===== config.mk =====
export PLATFORM = sky130hd
export DESIGN_NAME = spi_xfer_sequencer_flat
export DESIGN_NICKNAME = d
export VERILOG_FILES = /design/src/rtl/spi_xfer_sequencer_if.sv /design/src/rtl/spi_xfer_sequencer.sv /design/src/flat_wrapper.sv
export SDC_FILE = /design/constraint.sdc
export NUM_CORES = 1
export LEC_CHECK = 0
export BUFFER_PORTS_ARGS = -buffer_cell sky130_fd_sc_hd__buf_2
export CORE_UTILIZATION = 50
export DETAILED_ROUTE_END_ITERATION = 10
export PLACE_DENSITY = 0.85
export REMOVE_ABC_BUFFERS = 1
export SYNTH_ARGS = -nofsm -noshare
export SYNTH_HDL_FRONTEND = slang
export SYNTH_SLANG_ARGS = --single-unit

===== constraint.sdc =====
create_clock -name clk -period 3.6 [get_ports clk]
set_input_delay 0 -clock clk [delete_from_list [all_inputs] [get_ports clk]]
set_output_delay 0 -clock clk [all_outputs]
set_load 0.005 [all_outputs]

===== src/rtl/spi_xfer_sequencer_if.sv =====
// spi_xfer_sequencer_if: groups the TX/RX word streams and the bus-mapped SPI master
// port (addr/wr/rd/cs/data) used by spi_xfer_sequencer.
//   master modport: the sequencer itself (drives the SPI master port, serves the streams)
//   slave modport : the surroundings (word producer/consumer and the SPI master)
interface spi_xfer_sequencer_if;
  logic [31:0] tx_data;
  logic        tx_valid;
  logic        tx_ready;
  logic [31:0] rx_data;
  logic        rx_valid;
  logic        rx_ready;
  logic [1:0]  spi_addr;
  logic [31:0] spi_wdata;
  logic [31:0] spi_rdata;
  logic        spi_rd;
  logic        spi_wr;
  logic        spi_cs;

  modport master (
    input  tx_data, tx_valid, rx_ready, spi_rdata,
    output tx_ready, rx_data, rx_valid, spi_addr, spi_wdata, spi_rd, spi_wr, spi_cs
  );

  modport slave (
    output tx_data, tx_valid, rx_ready, spi_rdata,
    input  tx_ready, rx_data, rx_valid, spi_addr, spi_wdata, spi_rd, spi_wr, spi_cs
  );
endinterface


===== src/rtl/spi_xfer_sequencer.sv =====
// spi_xfer_sequencer: streaming front-end for the bus-mapped SPI master. Buffers 32-bit
// words in a TX FIFO, programs clkdiv, writes each word to the master, polls busy and
// (optionally) reads the received word back into an RX FIFO.
// Build option: define SPI_RX_CAPTURE_EN to keep the RX FIFO and the READ step; without
// it the block is outbound-only and rx_valid/rx_data are tied to zero.
module spi_xfer_sequencer #(
  parameter int unsigned DEPTH      = 8,
  parameter logic [7:0]  CLKDIV_RST = 8'd4
) (
  input  logic                        clk,
  input  logic                        rst,
  input  logic [7:0]                  cfg_clkdiv,
  input  logic                        cfg_load,
  output logic                        idle,
  output logic [15:0]                 xfer_count,
  spi_xfer_sequencer_if.master        bus
);

  localparam int unsigned AW      = $clog2(DEPTH);
  localparam logic [AW:0] PTR_ONE = {{AW{1'b0}}, 1'b1};

  // Register map of the SPI master
  localparam logic [1:0] ADDR_DATA = 2'b00;
  localparam logic [1:0] ADDR_STAT = 2'b01;
  localparam logic [1:0] ADDR_DIV  = 2'b10;

`ifdef SPI_RX_CAPTURE_EN
  typedef enum logic [2:0] {
    ST_SYNC, ST_CFG, ST_IDLE, ST_WRITE, ST_SETTLE, ST_POLL, ST_READ
  } state_t;
`else
  typedef enum logic [2:0] {
    ST_SYNC, ST_CFG, ST_IDLE, ST_WRITE, ST_SETTLE, ST_POLL
  } state_t;
`endif

  state_t      state_q, state_d;
  logic        cs_d, rd_d, wr_d;
  logic [1:0]  addr_d;
  logic [31:0] wdata_d;
  logic [7:0]  clkdiv_q, clkdiv_d;
  logic        cfg_pending_q;
  logic        word_done;

  // ---------------------------------------------------------------------------
  // TX FIFO: extra pointer bit distinguishes full from empty
  // ---------------------------------------------------------------------------
  logic [31:0] tx_mem [DEPTH];
  logic [AW:0] tx_wr_ptr, tx_rd_ptr;
  logic        tx_empty, tx_full, tx_push, tx_pop;

  assign tx_empty     = (tx_wr_ptr == tx_rd_ptr);
  assign tx_full      = (tx_wr_ptr[AW] != tx_rd_ptr[AW]) &&
                        (tx_wr_ptr[AW-1:0] == tx_rd_ptr[AW-1:0]);
  assign bus.tx_ready = !rst && !tx_full;
  assign tx_push      = bus.tx_valid && bus.tx_ready;
  assign tx_pop       = (state_q == ST_WRITE) && !tx_empty;

  // TX storage write
  // NOTE: FIFO storage is not reset; the pointers alone decide which entries are valid.
  always_ff @(posedge clk) begin
    if (tx_push) tx_mem[tx_wr_ptr[AW-1:0]] <= bus.tx_data;
  end

  // TX pointer update
  // NOTE: all clocked state uses non-blocking assignments so every flop samples pre-edge values.
  always_ff @(posedge clk) begin
    if (rst) begin
      tx_wr_ptr <= '0;
      tx_rd_ptr <= '0;
    end else begin
      if (tx_push) tx_wr_ptr <= tx_wr_ptr + PTR_ONE;
      if (tx_pop)  tx_rd_ptr <= tx_rd_ptr + PTR_ONE;
    end
  end

  // ---------------------------------------------------------------------------
  // RX FIFO (only with capture enabled)
  // ---------------------------------------------------------------------------
`ifdef SPI_RX_CAPTURE_EN
  logic [31:0] rx_mem [DEPTH];
  logic [AW:0] rx_wr_ptr, rx_rd_ptr;
  logic        rx_empty, rx_full, rx_push, rx_pop;

  assign rx_empty     = (rx_wr_ptr == rx_rd_ptr);
  assign rx_full      = (rx_wr_ptr[AW] != rx_rd_ptr[AW]) &&
                        (rx_wr_ptr[AW-1:0] == rx_rd_ptr[AW-1:0]);
  // A full FIFO at cycle start refuses the push even if a pop happens in the same cycle
  assign rx_push      = (state_q == ST_READ) && !rx_full;
  assign rx_pop       = bus.rx_ready && !rx_empty;
  assign bus.rx_valid = !rx_empty;
  assign bus.rx_data  = rx_mem[rx_rd_ptr[AW-1:0]];
  assign word_done    = rx_push;

  // RX storage write
  always_ff @(posedge clk) begin
    if (rx_push) rx_mem[rx_wr_ptr[AW-1:0]] <= bus.spi_rdata;
  end

  // RX pointer update
  always_ff @(posedge clk) begin
    if (rst) begin
      rx_wr_ptr <= '0;
      rx_rd_ptr <= '0;
    end else begin
      if (rx_push) rx_wr_ptr <= rx_wr_ptr + PTR_ONE;
      if (rx_pop)  rx_rd_ptr <= rx_rd_ptr + PTR_ONE;
    end
  end
`else
  logic unused_rx;

  assign bus.rx_valid = 1'b0;
  assign bus.rx_data  = '0;
  assign word_done    = (state_q == ST_POLL) && !bus.spi_rdata[0];
  assign unused_rx    = &{1'b0, bus.rx_ready, bus.spi_rdata[31:1]};
`endif

  // ---------------------------------------------------------------------------
  // clkdiv configuration: latest cfg_load wins, applied between words
  // ---------------------------------------------------------------------------
  // CFG takes clkdiv_d so a cfg_load landing on the IDLE->CFG edge is not lost
  assign clkdiv_d = cfg_load ? cfg_clkdiv : clkdiv_q;

  // clkdiv register and pending flag
  always_ff @(posedge clk) begin
    if (rst) begin
      clkdiv_q      <= CLKDIV_RST;
      cfg_pending_q <= 1'b0;
    end else begin
      clkdiv_q <= clkdiv_d;
      if (cfg_load)                cfg_pending_q <= 1'b1;
      else if (state_q == ST_CFG)  cfg_pending_q <= 1'b0;
    end
  end

  // ---------------------------------------------------------------------------
  // Sequencer FSM
  // ---------------------------------------------------------------------------
  // Next state and the bus command for that state
  // NOTE: every output of this block gets a default first, so no path can infer a latch.
  always_comb begin
    state_d = state_q;
    cs_d    = 1'b0;
    rd_d    = 1'b0;
    wr_d    = 1'b0;
    addr_d  = ADDR_DATA;
    wdata_d = '0;

    case (state_q)
      // The first cycle after reset has no poll on the bus yet, so qualify the status read
      ST_SYNC:   if (bus.spi_rd && (bus.spi_addr == ADDR_STAT) && !bus.spi_rdata[0])
                   state_d = ST_CFG;
      ST_CFG:    state_d = ST_IDLE;
      ST_IDLE:   if (cfg_pending_q)  state_d = ST_CFG;
                 else if (!tx_empty) state_d = ST_WRITE;
      ST_WRITE:  state_d = ST_SETTLE;
      ST_SETTLE: state_d = ST_POLL;
`ifdef SPI_RX_CAPTURE_EN
      ST_POLL:   if (!bus.spi_rdata[0]) state_d = ST_READ;
      ST_READ:   if (!rx_full) state_d = ST_IDLE;
`else
      ST_POLL:   if (!bus.spi_rdata[0]) state_d = ST_IDLE;
`endif
      default:   state_d = ST_SYNC;
    endcase

    case (state_d)
      ST_SYNC:  begin cs_d = 1'b1; rd_d = 1'b1; addr_d = ADDR_STAT; end
      ST_CFG:   begin cs_d = 1'b1; wr_d = 1'b1; addr_d = ADDR_DIV;  wdata_d = {24'b0, clkdiv_d}; end
      ST_WRITE: begin cs_d = 1'b1; wr_d = 1'b1; addr_d = ADDR_DATA; wdata_d = tx_mem[tx_rd_ptr[AW-1:0]]; end
      ST_POLL:  begin cs_d = 1'b1; rd_d = 1'b1; addr_d = ADDR_STAT; end
`ifdef SPI_RX_CAPTURE_EN
      ST_READ:  begin cs_d = 1'b1; rd_d = 1'b1; addr_d = ADDR_DATA; end
`endif
      default:  ;
    endcase
  end

  // State register and registered bus outputs
  always_ff @(posedge clk) begin
    if (rst) begin
      state_q       <= ST_SYNC;
      bus.spi_cs    <= 1'b0;
      bus.spi_rd    <= 1'b0;
      bus.spi_wr    <= 1'b0;
      bus.spi_addr  <= ADDR_DATA;
      bus.spi_wdata <= '0;
    end else begin
      state_q       <= state_d;
      bus.spi_cs    <= cs_d;
      bus.spi_rd    <= rd_d;
      bus.spi_wr    <= wr_d;
      bus.spi_addr  <= addr_d;
      bus.spi_wdata <= wdata_d;
    end
  end

  // Completed-word counter, wraps naturally at 16 bits
  always_ff @(posedge clk) begin
    if (rst)            xfer_count <= '0;
    else if (word_done) xfer_count <= xfer_count + 16'd1;
  end

  // IDLE is only reached after a not-busy status read, so the master is known idle here
  assign idle = !rst && (state_q == ST_IDLE) && tx_empty;

endmodule


===== src/flat_wrapper.sv =====
// flat-port wrapper written by rule: the top's interface ports become plain ports
module spi_xfer_sequencer_flat 
#(
  parameter int unsigned DEPTH      = 8,
  parameter logic [7:0]  CLKDIV_RST = 8'd4
)
  (clk, rst, cfg_clkdiv, cfg_load, idle, xfer_count, bus_tx_data, bus_tx_valid, bus_rx_ready, bus_spi_rdata, bus_tx_ready, bus_rx_data, bus_rx_valid, bus_spi_addr, bus_spi_wdata, bus_spi_rd, bus_spi_wr, bus_spi_cs);
  spi_xfer_sequencer_if bus_i ();
  input  logic clk;
  input  logic rst;
  input  logic [7:0] cfg_clkdiv;
  input  logic cfg_load;
  output logic idle;
  output logic [15:0] xfer_count;
  input wire logic [$bits(bus_i.tx_data)-1:0] bus_tx_data;
  input wire logic [$bits(bus_i.tx_valid)-1:0] bus_tx_valid;
  input wire logic [$bits(bus_i.rx_ready)-1:0] bus_rx_ready;
  input wire logic [$bits(bus_i.spi_rdata)-1:0] bus_spi_rdata;
  output wire logic [$bits(bus_i.tx_ready)-1:0] bus_tx_ready;
  output wire logic [$bits(bus_i.rx_data)-1:0] bus_rx_data;
  output wire logic [$bits(bus_i.rx_valid)-1:0] bus_rx_valid;
  output wire logic [$bits(bus_i.spi_addr)-1:0] bus_spi_addr;
  output wire logic [$bits(bus_i.spi_wdata)-1:0] bus_spi_wdata;
  output wire logic [$bits(bus_i.spi_rd)-1:0] bus_spi_rd;
  output wire logic [$bits(bus_i.spi_wr)-1:0] bus_spi_wr;
  output wire logic [$bits(bus_i.spi_cs)-1:0] bus_spi_cs;
  assign bus_i.tx_data = bus_tx_data;
  assign bus_i.tx_valid = bus_tx_valid;
  assign bus_i.rx_ready = bus_rx_ready;
  assign bus_i.spi_rdata = bus_spi_rdata;
  assign bus_tx_ready = bus_i.tx_ready;
  assign bus_rx_data = bus_i.rx_data;
  assign bus_rx_valid = bus_i.rx_valid;
  assign bus_spi_addr = bus_i.spi_addr;
  assign bus_spi_wdata = bus_i.spi_wdata;
  assign bus_spi_rd = bus_i.spi_rd;
  assign bus_spi_wr = bus_i.spi_wr;
  assign bus_spi_cs = bus_i.spi_cs;
  spi_xfer_sequencer #(.DEPTH(DEPTH), .CLKDIV_RST(CLKDIV_RST)) u_core (.clk(clk), .rst(rst), .cfg_clkdiv(cfg_clkdiv), .cfg_load(cfg_load), .idle(idle), .xfer_count(xfer_count), .bus(bus_i));
endmodule

Yosys cells after proc, flatten, opt, wreduce, memory -nomap -nowiden
Memory sizes are Yosys's and may differ from the RTL's. A register that Yosys moved wholly into a read port is not among the register bits.
Cells that the tools add are included.
{"block": "totals", "ff_bits": 73, "mem_bits_rw": 256, "out_inout_bits": 88, "wordCells": 63, "n_memories": 1}
{"name": "u_core.tx_mem", "words": 8, "width": 32, "read_ports": 1, "rd_ports_with_merged_regs": 1, "wr": 1, "line_no": "spi_xfer_sequencer.sv:48", "text": "logic [31:0] tx_mem [DEPTH];"}
{"block": "op_classes", "n_addsub": 3, "n_eq_ne": 12, "mux": 17, "reduce_logical": 19}
{"operator": "one-hot mux 32 bit (2 select lines)", "count": 1}
{"operator": "two-way mux 3 bit", "count": 6}
{"operator": "one-hot mux 3 bit (6 select lines)", "count": 1}
{"operator": "adder 16 x 1 -> 16 bit, second input constant", "count": 1}
{"operator": "== test 3 x 2 -> 1 bit, second input constant", "count": 3}
{"operator": "== test 3 bit, second input constant", "count": 3}
{"operator": "logical AND 1 bit", "count": 9}
{"operator": "adder 4 x 1 -> 4 bit, second input constant", "count": 2}
{"operator": "two-way mux 8 bit", "count": 1}
{"operator": "two-way mux 1 bit", "count": 7}
{"operator": "== test 3 x 1 -> 1 bit, second input constant", "count": 2}
{"operator": "logical NOT 3 bit", "count": 2}
{"operator": "== test 4 bit", "count": 1}
{"operator": "logical NOT 1 bit", "count": 4}
{"operator": "one-hot mux 2 bit (2 select lines)", "count": 1}
{"operator": "OR reduction 2 bit", "count": 2}
{"operator": "OR reduction 4 bit", "count": 1}
{"operator": "== test 3 bit", "count": 1}
{"operator": "== test 2 x 1 -> 1 bit, second input constant", "count": 1}
{"operator": "nonzero test 2 bit", "count": 1}
{"operator": "inequality test 1 bit", "count": 1}

Depth between registers and ports, before layout
{"block": "logic_depth", "depth_word": 8, "depth_mapped": 6, "depth_no_buf": 5}

Worst setup path before layout
OpenSTA, ideal clock, no wires.
{"block": "synth_path", "path_type": "register -> register", "start": "reg u_core.tx_wr_ptr[2]", "end": "mem u_core.tx_mem[0][0], enable pin", "arrival_time_ns": 3.423, "required_ns": 3.139, "setup_slack_ns": -0.284, "stages_incl_launch_ff": 6, "path_buffers": 1, "synth_period_minus_slack_ns": 3.884, "cell_sequence": "dfxtp_1 buf_2 xnor2_2 a41oi_1 nand2b_1 nor3_1"}
{"block": "synth_between", "elab_chain_len": 7}
{"item": "start: declaration", "line_no": "spi_xfer_sequencer.sv:49", "text": "logic [AW:0] tx_wr_ptr, tx_rd_ptr;"}
{"item": "start signal: assignment", "line_no": "spi_xfer_sequencer.sv:72", "text": "if (tx_push) tx_wr_ptr <= tx_wr_ptr + PTR_ONE;"}
{"item": "== test 3 bit", "line_no": "spi_xfer_sequencer.sv:54", "text": "(tx_wr_ptr[AW-1:0] == tx_rd_ptr[AW-1:0]);"}
{"item": "logical AND 1 bit", "line_no": "spi_xfer_sequencer.sv:53", "text": "assign tx_full = (tx_wr_ptr[AW] != tx_rd_ptr[AW]) &&"}
{"item": "logical NOT 1 bit", "line_no": "spi_xfer_sequencer.sv:55", "text": "assign bus.tx_ready = !rst && !tx_full;"}
{"item": "logical AND 1 bit", "line_no": "spi_xfer_sequencer.sv:55"}
{"item": "logical AND 1 bit", "line_no": "spi_xfer_sequencer.sv:56", "text": "assign tx_push = bus.tx_valid && bus.tx_ready;"}
{"item": "two-way mux 1 bit", "line_no": "spi_xfer_sequencer.sv:62", "text": "if (tx_push) tx_mem[tx_wr_ptr[AW-1:0]] <= bus.tx_data;"}
{"item": "two-way mux 1 bit (implied by the code)", "line_no": "spi_xfer_sequencer.sv:62"}
{"item": "end: declaration", "line_no": "spi_xfer_sequencer.sv:48"}
Several ways; a longest one is shown, not always the timed one.

Worst setup path after layout
{"block": "layout_path", "start": "reg u_core.tx_wr_ptr[2]", "end": "mem u_core.tx_mem[3][12], enable pin"}
Same word-level chain as after synthesis.

==> impl_metrics.ini <==
[detailed_routing]
wl_met2_mm = 12.6
drt_iter0_drc = 616
num_vias = 6579
wl_met1_mm = 10.3
top_layer = met4
antenna_left = 0
routed_via_density = 5.38
dr_wl_met3_mm = 1.18
routedWlPerCell_um = 20.1
drc = 0
finalWirelength_mm = 24.6
drt_first_pass_iters = 4

[setup_path]
cpMaxStageDelayCell = nor2_4
crit_family = simple AND/OR/NAND/NOR gates
cp_max_fo = 20
critPathKind = reg -> reg
required_ps = 3830
crit_buf_inv = 1
endpoint_kind = flip-flop
path_cells = xnor2_2 > a41oi_1 > nand2_1 > nor2_4 > buf_4
crit_path_start_kind = flip-flop
cp_data_arrival_time_ps = 3030
critPathMaxStageDelay_ps = 640

[die]
io_pins = 165
coreArea_sq_um = 25200
num_rows = 58
dieArea_sq_um = 26300
die_h_um = 162
start_util = 0.509
chipWidth_um = 162

[timing]
finalHoldViolCount = 0
finClkSkew_ps = 28.1
finalSetupTns_ps = 0
holdWs_ps = 64.6
relSlewSlack = 0.384
finalCriticalPeriod_ps = 2800
setup_violations = 0
drv_slew = 0
rsz0062_at_grt = no
tightest_slew_ps = 924
fmax_mhz = 357
min_period_over_period = 0.778

[yosys]
synth_ff_type = edfxtp_1
synth_edf_count = 256
async_flop_share = 0
synth.avg_cell_area_sq_um = 18.3
synth-seq-cells = 331
syn_area_sq_um = 12800
synth-seq-area-share = 0.716
syn_inst = 700
yosysUniqueCellTypes = 48
yosys_warnings = 0

[global_route]
grt_max_degree = 61
first_global_vias = 6703
track_usage = 0.194
gr-total-overflow = 0
antenna_found_initial = 0
grt_pass1_wl_mm = 38.2

[run_status]
status = finished, final reports clean

[hold_path]
holdCritPathClass = in -> reg

[clock_network]
cts_buffer_depth = 3
cts_tree = built
post_cts_buffers = 0
cts_buffers = 35
htree_num_levels = 2
root_buffer = clkbuf_16
clock_latency_ps = 530
cts.sinks = 331
clk_pin_slew_ps = 60

[layout]
n_antenna_cell = 0
final_common_cell = edfxtp_1
final_cell_mix = edfxtp_1 (256), buf_2 (99), dfxtp_1 (72), mux4_2 (64), dlygate4sd3_1 (49)
area_growth_pct = 18.5
final_area_sq_um = 15200
drive_gt1_frac = 0.312
instances_no_fill = 1223
nets = 946
nFillCells = 1782

[placed_design]
post_dp_cell_area_sq_um = 13600
dp_hpwl_mm = 13.8
place.gp.congestion = 0.777
placedCellCount = 1110
port_buffers = 99

[flow_run]
maxCapViolCount = 0

[pwr]
powerDensity_nw_per_um2 = 522
p_total_mw = 7.94
irDropWorstVdd_mv = 0.424
leakagePower_nw = 5.13
-- final timing paths --
| check | to | slack, ps | start | cells past startpoint |
|---|---|---|---|---|
| min | u_core.tx_wr_ptr[1]$_SDFFE_PP0P_ | 60 | bus_tx_valid | 5 |
| max | u_core.tx_mem[3][12]$_DFFE_PP_ | 800 | u_core.tx_wr_ptr[2]$_SDFFE_PP0P_ | 5 |
| max reg2reg | u_core.tx_mem[3][12]$_DFFE_PP_ | 800 | u_core.tx_wr_ptr[2]$_SDFFE_PP0P_ | 5 |
| min reg2reg | u_core.xfer_count[15]$_SDFFE_PP0P_ | 490 | u_core.xfer_count[15]$_SDFFE_PP0P_ | 2 |
-- power breakdown --
group          internal [mW]  switching [mW]
clock                   1.94            1.44
combinational          0.149           0.207
sequential              4.17          0.0245
-- metrics by stage --
stage               worst slack [ps]  utilization
floorplan                       -283            -
global placement                 879        0.541
detailed placement               823        0.541
CTS                              792        0.604
global route                     576        0.604
finish                           801        0.604
-- timing repair --
item | 4_1_cts | 5_1_grt
endpoints found under the hold margin | 273 | 0
resized for setup | 0 | 0
setup endpoints to repair | 0 | 0
hold buffers | 49 | 0
-- layout make-up --
cell class,instances,area (sq um),area share
Sequential cell,331,9200,0.605
Multi-Input combinational cell,326,3330,0.219
Timing Repair Buffer,166,1150,0.0754
Clock buffer,47,942,0.0620
Tap cell,330,413,0.0272
Clock inverter,17,156,0.0103
Inverter,6,22.5,0.00148
-- worst register-to-register path, delay by kind of cell, from the launching register on --
family                    cells  cell delay [ps]
and+or+nand+nor               2              930
DFF                           1              570
AOI/OAI and AO/OA             1              520
buffers and inverters         1              320
xor gates and xnor gates      1              180
-- sequential cells by signal (all words and copies together), names as in the netlist, named ones only --
| signal | cells |
|---|---|
| u_core.clkdiv_q | 8 |
| u_core.bus.spi_rd | 1 |
| u_core.state_q | 3 |
| u_core.bus.spi_wdata | 32 |
| u_core.xfer_count | 16 |
| u_core.bus.spi_wr | 1 |
| u_core.tx_rd_ptr | 4 |
| u_core.bus.spi_cs | 1 |
| u_core.bus.spi_addr | 1 |
| u_core.cfg_pending_q | 1 |
| u_core.tx_wr_ptr | 4 |
| u_core.tx_mem | 256 |
-- cells by family (layout without fill, tap and decap cells) --
| group | count (synthesis) | count (layout) | synth area share |
|---|---|---|---|
| xor gates and xnor gates | 15 | 15 | 0.0114 |
| DFF | 331 | 331 | 0.716 |
| and+or+nand+nor | 132 | 132 | 0.0632 |
| muxes | 109 | 109 | 0.148 |
| AOI/OAI and AO/OA | 34 | 34 | 0.0203 |
| other | 1 | 33 | 0.000292 |
| buffers and inverters | 75 | 236 | 0.0373 |
| adders and majority gates | 3 | 3 | 0.00293 |
-- routing by layer --
metal  vias to the layer above  track usage
li1                       3010            -
met4                         0       0.0639
met2                       221        0.331
met1                      3306        0.252
met3                        42       0.0337
met5                         -            0
-- Yosys cell counts (8+ instances only) --
| cell | instances | area (sq um) |
|---|---|---|
| a21oi_1 | 17 | 85.1 |
| buf_2 | 16 | 80.1 |
| buf_4 | 37 | 278 |
| clkbuf_1 | 11 | 41.3 |
| dfxtp_1 | 75 | 1500 |
| edfxtp_1 | 256 | 7690 |
| mux2_2 | 8 | 90.1 |
| mux2i_1 | 36 | 360 |
| mux4_2 | 64 | 1440 |
| nand2_1 | 8 | 30.0 |
| nand2b_1 | 11 | 68.8 |
| nand3b_1 | 9 | 67.6 |
| nor2_1 | 34 | 128 |
| nor3_1 | 8 | 40.0 |
| nor3_2 | 19 | 190 |
| or3_1 | 10 | 62.6 |
| xor2_1 | 9 | 78.8 |
Note: power is estimated with default switching activity, not from simulation.
